### config.mk
export PLATFORM = sky130hd
export DESIGN_NAME = ghosts_loc_ctrl_multi
export DESIGN_NICKNAME = d
export VERILOG_FILES = /design/src/rtl/ghosts_loc_ctrl_multi.sv
export SDC_FILE = /design/constraint.sdc
export NUM_CORES = 1
export LEC_CHECK = 0
export CAP_MARGIN = 0
export CORE_ASPECT_RATIO = 0.75
export CORE_MARGIN = 1.5
export CORE_UTILIZATION = 40
export CTS_CLUSTER_SIZE = 8
export DETAILED_ROUTE_END_ITERATION = 8
export GPL_ROUTABILITY_DRIVEN = 0
export HOLD_SLACK_MARGIN = 0.02
export MAX_ROUTING_LAYER = met4
export PLACE_DENSITY = 0.63
export SETUP_SLACK_MARGIN = 0.2
export SLEW_MARGIN = 30
export SYNTH_ARGS = -nofsm -noshare
export SYNTH_HDL_FRONTEND = slang
export SYNTH_SLANG_ARGS = --single-unit
### constraint.sdc
create_clock -name CLOCK_50 -period 4.14 [get_ports CLOCK_50]
set_input_delay 0.828 -clock CLOCK_50 [delete_from_list [all_inputs] [get_ports CLOCK_50]]
set_output_delay 0.828 -clock CLOCK_50 [all_outputs]
set_load 0.01 [all_outputs]
### src/rtl/ghosts_loc_ctrl_multi.sv
// rtl/ghosts_loc_ctrl_multi.sv - N-ghost move decision from a pipelined distance-map scan
// Optional horizontal tunnel wrap: define TUNNEL_WRAP_EN.
module ghosts_loc_ctrl_multi #(
    parameter int DELAY      = 50000000,
    parameter int NUM_GHOSTS = 4,
    parameter int X_W        = 6,
    parameter int Y_W        = 5,
    parameter int VAL_W      = 8,
    parameter int MAP_W      = 40,
    parameter int MAP_H      = 30,
    parameter int HOME_X     = 16,
    parameter int HOME_Y     = 13
) (
    input  logic                       CLOCK_50,
    input  logic                       reset,
    input  logic                       enable,
    input  logic                       frightened,
    input  logic                       map_ready,
    output logic [X_W-1:0]             rdaddr_x,
    output logic [Y_W-1:0]             rdaddr_y,
    input  logic [VAL_W-1:0]           data,
    input  logic                       wrdone,
    output logic                       decide_done,
    output logic [NUM_GHOSTS*X_W-1:0]  curr_x,
    output logic [NUM_GHOSTS*Y_W-1:0]  curr_y,
    output logic [NUM_GHOSTS*X_W-1:0]  next_x,
    output logic [NUM_GHOSTS*Y_W-1:0]  next_y
);

    localparam int CNT_W = (DELAY > 2) ? $clog2(DELAY) : 1;
    localparam int G_W   = (NUM_GHOSTS > 1) ? $clog2(NUM_GHOSTS) : 1;
    localparam logic [CNT_W-1:0] LAST = CNT_W'(DELAY - 1);

    typedef enum logic [1:0] {IDLE, SCAN, FLUSH, COMMIT} state_t;

    typedef struct packed {
        logic           ok;
        logic [X_W-1:0] x;
        logic [Y_W-1:0] y;
    } cand_t;

    state_t              state_q;
    logic [CNT_W-1:0]    cnt_q;
    logic [G_W-1:0]      g_q, ev_g_q;
    logic [1:0]          d_q;
    logic                mode_q, done_q, ev_on_q;
    cand_t               ev_c_q, scan_c;
    logic                tick;

    logic [X_W-1:0]      curr_x_q [NUM_GHOSTS];
    logic [Y_W-1:0]      curr_y_q [NUM_GHOSTS];
    logic [X_W-1:0]      next_x_q [NUM_GHOSTS];
    logic [Y_W-1:0]      next_y_q [NUM_GHOSTS];
    logic [X_W-1:0]      prev_x_q [NUM_GHOSTS];
    logic [Y_W-1:0]      prev_y_q [NUM_GHOSTS];
    logic [X_W-1:0]      snap_x_q [NUM_GHOSTS];
    logic [Y_W-1:0]      snap_y_q [NUM_GHOSTS];
    logic [X_W-1:0]      sprev_x_q [NUM_GHOSTS];
    logic [Y_W-1:0]      sprev_y_q [NUM_GHOSTS];
    logic [X_W-1:0]      best_x_q [NUM_GHOSTS];
    logic [Y_W-1:0]      best_y_q [NUM_GHOSTS];
    logic [VAL_W-1:0]    best_v_q [NUM_GHOSTS];
    logic [X_W-1:0]      rev_x_q  [NUM_GHOSTS];
    logic [Y_W-1:0]      rev_y_q  [NUM_GHOSTS];
    logic [NUM_GHOSTS-1:0] best_ok_q, rev_ok_q;

    // Off-grid candidates keep a clamped in-range address so the RAM read stays legal.
    function automatic cand_t step_cand(input logic [X_W-1:0] x, input logic [Y_W-1:0] y,
                                        input logic [1:0] d);
        cand_t c;
        c.ok = 1'b1;
        c.x  = x;
        c.y  = y;
        case (d)
            2'd0: begin
                if (y == '0) c.ok = 1'b0;
                else         c.y  = y - Y_W'(1);
            end
            2'd1: begin
                if (32'(y) + 1 >= MAP_H) begin
                    c.ok = 1'b0;
                    c.y  = Y_W'(MAP_H - 1);
                end else begin
                    c.y  = y + Y_W'(1);
                end
            end
            2'd2: begin
                if (x == '0) begin
`ifdef TUNNEL_WRAP_EN
                    c.x  = X_W'(MAP_W - 1);
`else
                    c.ok = 1'b0;
`endif
                end else begin
                    c.x  = x - X_W'(1);
                end
            end
            default: begin
                if (32'(x) + 1 >= MAP_W) begin
`ifdef TUNNEL_WRAP_EN
                    c.x  = '0;
`else
                    c.ok = 1'b0;
                    c.x  = X_W'(MAP_W - 1);
`endif
                end else begin
                    c.x  = x + X_W'(1);
                end
            end
        endcase
        return c;
    endfunction

    assign tick = (cnt_q == LAST);

    always_comb begin
        scan_c = '0;
        for (int i = 0; i < NUM_GHOSTS; i++) begin
            if (g_q == G_W'(i)) scan_c = step_cand(snap_x_q[i], snap_y_q[i], d_q);
        end
        rdaddr_x = (state_q == SCAN) ? scan_c.x : '0;
        rdaddr_y = (state_q == SCAN) ? scan_c.y : '0;
    end

    always_ff @(posedge CLOCK_50) begin
        if (reset) begin
            state_q <= IDLE;
            cnt_q   <= '0;
            g_q     <= '0;
            d_q     <= '0;
            mode_q  <= 1'b0;
            done_q  <= 1'b0;
            ev_on_q <= 1'b0;
            ev_g_q  <= '0;
            ev_c_q  <= '0;
            best_ok_q <= '0;
            rev_ok_q  <= '0;
            for (int i = 0; i < NUM_GHOSTS; i++) begin
                curr_x_q[i]  <= X_W'(HOME_X + 7 * i);
                curr_y_q[i]  <= Y_W'(HOME_Y);
                next_x_q[i]  <= X_W'(HOME_X + 7 * i);
                next_y_q[i]  <= Y_W'(HOME_Y);
                prev_x_q[i]  <= X_W'(HOME_X + 7 * i);
                prev_y_q[i]  <= Y_W'(HOME_Y);
                snap_x_q[i]  <= X_W'(HOME_X + 7 * i);
                snap_y_q[i]  <= Y_W'(HOME_Y);
                sprev_x_q[i] <= X_W'(HOME_X + 7 * i);
                sprev_y_q[i] <= Y_W'(HOME_Y);
                best_x_q[i]  <= '0;
                best_y_q[i]  <= '0;
                best_v_q[i]  <= '0;
                rev_x_q[i]   <= '0;
                rev_y_q[i]   <= '0;
            end
        end else begin
            cnt_q   <= tick ? '0 : cnt_q + 1'b1;
            ev_on_q <= (state_q == SCAN);
            ev_g_q  <= g_q;
            ev_c_q  <= scan_c;

            if (wrdone) begin
                for (int i = 0; i < NUM_GHOSTS; i++) begin
                    prev_x_q[i] <= curr_x_q[i];
                    prev_y_q[i] <= curr_y_q[i];
                    curr_x_q[i] <= next_x_q[i];
                    curr_y_q[i] <= next_y_q[i];
                end
            end

            // data answers the address registered in ev_c_q one cycle earlier.
            if (ev_on_q && ev_c_q.ok && (data != {VAL_W{1'b1}})) begin
                for (int i = 0; i < NUM_GHOSTS; i++) begin
                    if (ev_g_q == G_W'(i)) begin
                        if (ev_c_q.x == sprev_x_q[i] && ev_c_q.y == sprev_y_q[i]) begin
                            rev_ok_q[i] <= 1'b1;
                            rev_x_q[i]  <= ev_c_q.x;
                            rev_y_q[i]  <= ev_c_q.y;
                        end else if (!best_ok_q[i] ||
                                     (mode_q ? (data > best_v_q[i]) : (data < best_v_q[i]))) begin
                            best_ok_q[i] <= 1'b1;
                            best_x_q[i]  <= ev_c_q.x;
                            best_y_q[i]  <= ev_c_q.y;
                            best_v_q[i]  <= data;
                        end
                    end
                end
            end

            case (state_q)
                IDLE: begin
                    if (tick && enable && map_ready) begin
                        state_q   <= SCAN;
                        mode_q    <= frightened;
                        g_q       <= '0;
                        d_q       <= '0;
                        best_ok_q <= '0;
                        rev_ok_q  <= '0;
                        for (int i = 0; i < NUM_GHOSTS; i++) begin
                            snap_x_q[i]  <= curr_x_q[i];
                            snap_y_q[i]  <= curr_y_q[i];
                            sprev_x_q[i] <= prev_x_q[i];
                            sprev_y_q[i] <= prev_y_q[i];
                        end
                    end
                end
                SCAN: begin
                    d_q <= d_q + 2'd1;
                    if (d_q == 2'd3) begin
                        if (g_q == G_W'(NUM_GHOSTS - 1)) state_q <= FLUSH;
                        else                             g_q     <= g_q + 1'b1;
                    end
                end
                FLUSH: begin
                    state_q <= COMMIT;
                    done_q  <= 1'b1;
                end
                default: begin
                    state_q <= IDLE;
                    done_q  <= 1'b0;
                    for (int i = 0; i < NUM_GHOSTS; i++) begin
                        next_x_q[i] <= best_ok_q[i] ? best_x_q[i] :
                                       rev_ok_q[i]  ? rev_x_q[i]  : snap_x_q[i];
                        next_y_q[i] <= best_ok_q[i] ? best_y_q[i] :
                                       rev_ok_q[i]  ? rev_y_q[i]  : snap_y_q[i];
                    end
                end
            endcase
        end
    end

    assign decide_done = done_q;

    for (genvar i = 0; i < NUM_GHOSTS; i++) begin : g_pack
        assign curr_x[i*X_W +: X_W] = curr_x_q[i];
        assign curr_y[i*Y_W +: Y_W] = curr_y_q[i];
        assign next_x[i*X_W +: X_W] = next_x_q[i];
        assign next_y[i*Y_W +: Y_W] = next_y_q[i];
    end

endmodule
Yosys cells after proc, flatten, opt, wreduce, memory -nomap -nowiden:

Memory sizes are Yosys's and may differ from the RTL's.
Index checks and enable logic that the tools add are counted.

* memories: 15
* input bits: 14
* memory bits (writable): 340
* register bits: 57

* bitwise logic cells: 60
* magnitude comparators: 16
* equality and inequality tests: 25
* mux-type cells: 222
* $add $sub $neg: 27
* reduce and logical (&&, ||, !) cells: 37

Memory list
* best_v_q: words 4, bits a word 8, rd ports 4, clocked after memory_dff 0, wr ports 4, line 62 `logic [VAL_W-1:0] best_v_q [NUM_GHOSTS];`
* best_x_q: words 4, bits a word 6, rd ports 4, clocked after memory_dff 0, wr ports 4, line 60 `logic [X_W-1:0] best_x_q [NUM_GHOSTS];`
* curr_x_q: words 4, bits a word 6, rd ports 4, clocked after memory_dff 0, wr ports 4, line 50 `logic [X_W-1:0] curr_x_q [NUM_GHOSTS];`
* next_x_q: words 4, bits a word 6, rd ports 4, clocked after memory_dff 0, wr ports 4, line 52 `logic [X_W-1:0] next_x_q [NUM_GHOSTS];`
* prev_x_q: words 4, bits a word 6, rd ports 4, clocked after memory_dff 0, wr ports 4, line 54 `logic [X_W-1:0] prev_x_q [NUM_GHOSTS];`
* rev_x_q: words 4, bits a word 6, rd ports 4, clocked after memory_dff 0, wr ports 4, line 63 `logic [X_W-1:0] rev_x_q [NUM_GHOSTS];`
* 9 more memories

Operators by type and width (count)
* 6-bit two-way mux: 45
* 5-bit two-way mux: 45
* 1-bit two-way mux: 96
* 1-bit OR: 60
* 12-bit two-way mux: 4
* 6-bit one-hot mux with 2 select lines: 4
* 5-bit one-hot mux with 2 select lines: 4
* 8-bit > comparator: 4
* 8-bit < comparator: 4
* 8-bit two-way mux: 4
* 6-bit by 1-bit adder with 7-bit output (second input constant): 4
* 7-bit by 6-bit greater-or-equal comparator with 1-bit output (second input constant): 4
* 26-bit by 1-bit adder with 26-bit output (second input constant): 1
* 26-bit equality test (second input constant): 1
* 5-bit by 1-bit adder with 6-bit output (second input constant): 4
* 6-bit by 1-bit adder with 6-bit output (second input constant): 4
* 6-bit equality test: 4
* 6-bit by 5-bit greater-or-equal comparator with 1-bit output (second input constant): 4
* 6-bit logical NOT: 4
* 4-bit two-way mux: 6
* 6-bit by 1-bit subtractor with 6-bit output (second input constant): 4
* 5-bit by 1-bit adder with 5-bit output (second input constant): 4
* 5-bit equality test: 4
* 5-bit logical NOT: 4
* other kinds (22): 65

Longest topological paths before layout:

* depth in word-level cells: 10
* mapped depth: 10
* gate-level depth less buffers: 8

Worst setup path before layout:

OpenSTA, ideal clock, no wires.

* kind: input to register
* start: input port data[7]
* end: memory best_v_q[0][0] (enable)
* data arrival time: 3.411 ns
* required time: 3.715 ns
* buffers on the path: 1
* library setup time: 0.425 ns
* cell stages on the path: 7
* path slack: 0.304 ns
* cell sequence: nand4_1 o211a_1 nor3b_1 nor2b_1 clkbuf_1 inv_1 o31ai_1

RTL lines
* start: declaration: line 21 `input logic [VAL_W-1:0] data,`
* end: declaration: line 62

==> impl_metrics.ini <==
[critical_path]
timing.rr.start = cnt_q[0]$_SDFF_PP0_
r2r_slack_ps = 1110
critPathArrivalTime_ps = 3180
required_ps = 3310
worst-setup-path-type = flop to primary output
worst_setup_path_end_kind = primary output
worstReg2RegEnd = snap_y_q[0][1]$_SDFFCE_PN0P_
crit_path_start_kind = flop
r2r_cells = 9
crit_fanout = 8

[global_routing]
grt_max_degree = 79
grt_pass1_vias = 15600
grt_usage_pct = 26.2
antenna_found_initial = 2
grt_overflow = 0
grt_pass1_wl_mm = 103

[routing]
num_vias = 17000
routed_via_density = 5.85
wl_met1_mm = 30.8
top_layer_used = met4
firstDrtPassIters = 8
dr.first_iter.drc_count = 2508
routed_wl_mm = 70.3
wl_met3_mm = 8.52
drc_errors = 0
routedWlPerCell_um = 24.2
met2RoutedLength_mm = 29.3
ant_nets = 0

[timing]
clock_skew_ps = 51.9
worst_pin_slew_ps = 972
finalHoldViolations = 0
slew_headroom_pct = 33.5
clock.fmax_mhz = 250
period_share_pct = 96.7
maxSlewViolCount = 0
grt_setup_unrepaired = yes
fin_crit_ps = 4000
whs_ps = 450
finalSetupViolCount = 0
finalSetupTns_ps = 0

[finish]
antenna_cells = 0
fill_cells = 4675
area_delta_synth_final_pct = 21.3
num-nets-final = 2259
final_common_cell = edfxtp_1
final_cell_mix = 340 x edfxtp_1, 183 x nand2_1, 148 x buf_4
drive_gt1_share_pct = 15.3

[yosys]
ys.flop_type = edfxtp_1
synth_edf_count = 340
syn_area_mm2 = 0.0212
synth.distinct_cells = 90
netlist_instances = 1997
avgSynthCellArea_um2 = 10.6
yosys_warnings = 0
synth-seq-area-share_pct = 53.5
synthesis.nets = 2080
ys_ff_latch = 397
async_flop_share_pct = 0

[clock_network]
path_clk_slew_ps = 60
htree_levels = 2
clk-insertion-delay-late_ps = 620
clock-sinks = 397
cts_tree = yes
cts.root.buffer_cell = clkbuf_16
numCtsBuffers = 55
clk_path_buf_depth = 3

[placement]
hpwl_mm = 49.2
io_buffers = 113

[floorplan]
initial_core_util_pct = 40.8
die_h_um = 202
core-area_mm2 = 0.0520
die_width_um = 269
die-area_mm2 = 0.0544
boundaryPins = 114
rows = 72

[worst_hold_path]
hp-start = cnt_q[0]$_SDFF_PP0_
whs_path_depth = 1
holdPathEnd = cnt_q[0]$_SDFF_PP0_
min_path_type = flop to flop

[power]
power.leakage_uw = 0.00925
finalPower_uw = 9840
power.density_mw_per_mm2 = 382
ir_worst_vdd_uv = 258

[outcome]
status = complete, no violations

[run]
maxCapViolCount = 0
==> report_power, final <==
group          total (uW)  switching [uW]  internal (uW)
combinational         946             576            370
clock                4220            1780           2440
sequential           4670             148           4530
total                9840            2500           7330
==> state kept, by name, indices dropped and copies added, names as in the netlist, 20 cells and up <==
signal	cells
best_v_q	32
best_x_q	24
best_y_q	20
cnt_q	26
curr_x_q	24
curr_y_q	20
next_x_q	24
next_y_q	20
prev_x_q	24
prev_y_q	20
rev_x_q	24
rev_y_q	20
snap_x_q	24
snap_y_q	20
sprev_x_q	24
sprev_y_q	20
==> per-stage QoR <==
step	utilization (%)	setup slack (ps)	cells	cell area, um^2
3_3_place_gp	44.9	260	2759	23400
4_1_cts	48.8	45.5	2884	25400
5_1_grt	49.5	49.6	2907	25700
3_5_place_dp	44.9	232	2759	23400
6_report	49.5	137	2907	25700
2_1_floorplan	-	304	1997	21200
==> cell usage after synthesis (5+ instances only) <==
cell	count	area [um^2]
nor3_1	36	180
a21boi_0	7	52.6
a221o_1	5	50.1
nand3_1	37	185
mux2i_1	49	490
edfxtp_1	340	10200
clkbuf_1	99	372
or2_2	8	50.1
xor2_1	51	447
xnor2_1	33	289
nand2b_1	65	407
a221oi_1	7	61.3
inv_1	79	297
a21o_1	15	113
o21ai_0	74	370
buf_1	8	30.0
or3_1	60	375
nand4_1	28	175
a211oi_1	8	60.1
nor4_1	16	100
o21ai_1	9	45.0
dfxtp_1	57	1140
o311ai_0	6	52.6
mux2_2	15	169
a31oi_1	11	68.8
o21a_1	18	135
ha_1	69	863
o211ai_1	8	60.1
o221ai_1	5	43.8
buf_2	30	150
a21oi_1	145	726
o31ai_1	11	82.6
nand2_1	183	687
nor2_1	107	402
a32oi_1	6	52.6
nor4b_1	9	78.8
nor3b_1	10	75.1
nor2b_1	37	231
and3_1	43	269
and2_1	95	594
o22ai_1	5	31.3
==> kinds of logic (layout without fill, tap and decap cells) <==
kind of cell | Yosys count | in the layout | synth area share (%)
XOR/XNOR | 84 | 84 | 3.47
flip-flops | 397 | 397 | 53.5
AND/OR/NAND/NOR | 763 | 763 | 19.4
buffers and inverters | 225 | 432 | 4.31
AO/OA/AOI/OAI | 395 | 395 | 12.1
adder cells (fa/ha/maj) | 69 | 69 | 4.07
multiplexers | 64 | 64 | 3.11
==> worst max-delay path, cell delays in order (launching register included) <==
cell and delay [ps]:
edfxtp_1 500, ha_1 320, nor4b_2 380, nor3_1 140, o211ai_1 320, o311ai_1 240, nor3b_1 340, dlygate4sd2_1 320
==> routing by layer <==
layer / track usage, % / up-vias
met2: 35.6 / 1042
met1: 38.5 / 8253
met5: - / -
met4: 6.32 / 0
met3: 6.65 / 131
li1: - / 7577
==> area by class of cell <==
cell class,count,area [um^2],area share (%)
clock buffer,81,1470,5.73
clock inverter,4,85.1,0.331
inverter,80,313,1.22
multi-input combinational,1375,9300,36.1
sequential,397,11400,44.1
tap,703,880,3.42
timing repair buffer,267,2330,9.05
==> how the worst max path moves through the flow <==
stage	startpoint	endpoint	cells after the start
floorplan	data[7]	best_v_q[0][0]$_SDFFCE_PN0P_	7
global placement	snap_x_q[0][0]$_SDFFCE_PN0P_	rdaddr_x[2]	9
detailed placement	snap_x_q[0][0]$_SDFFCE_PN0P_	rdaddr_x[4]	8
CTS	d_q[0]$_SDFFE_PP0P_	rdaddr_x[4]	9
global route	snap_x_q[3][1]$_SDFFCE_PN0P_	rdaddr_x[0]	7
finish	snap_x_q[3][1]$_SDFFCE_PN0P_	rdaddr_x[0]	7
==> timing repair <==
action                     4_1_cts  5_1_grt
gates resized for setup         57       48
hold buffers                     0        0
pin swaps                        5       10
gates cloned                     0        0
setup endpoints to repair       11       11
buffers inserted                40       23
(Power assumes the default switching activity.)
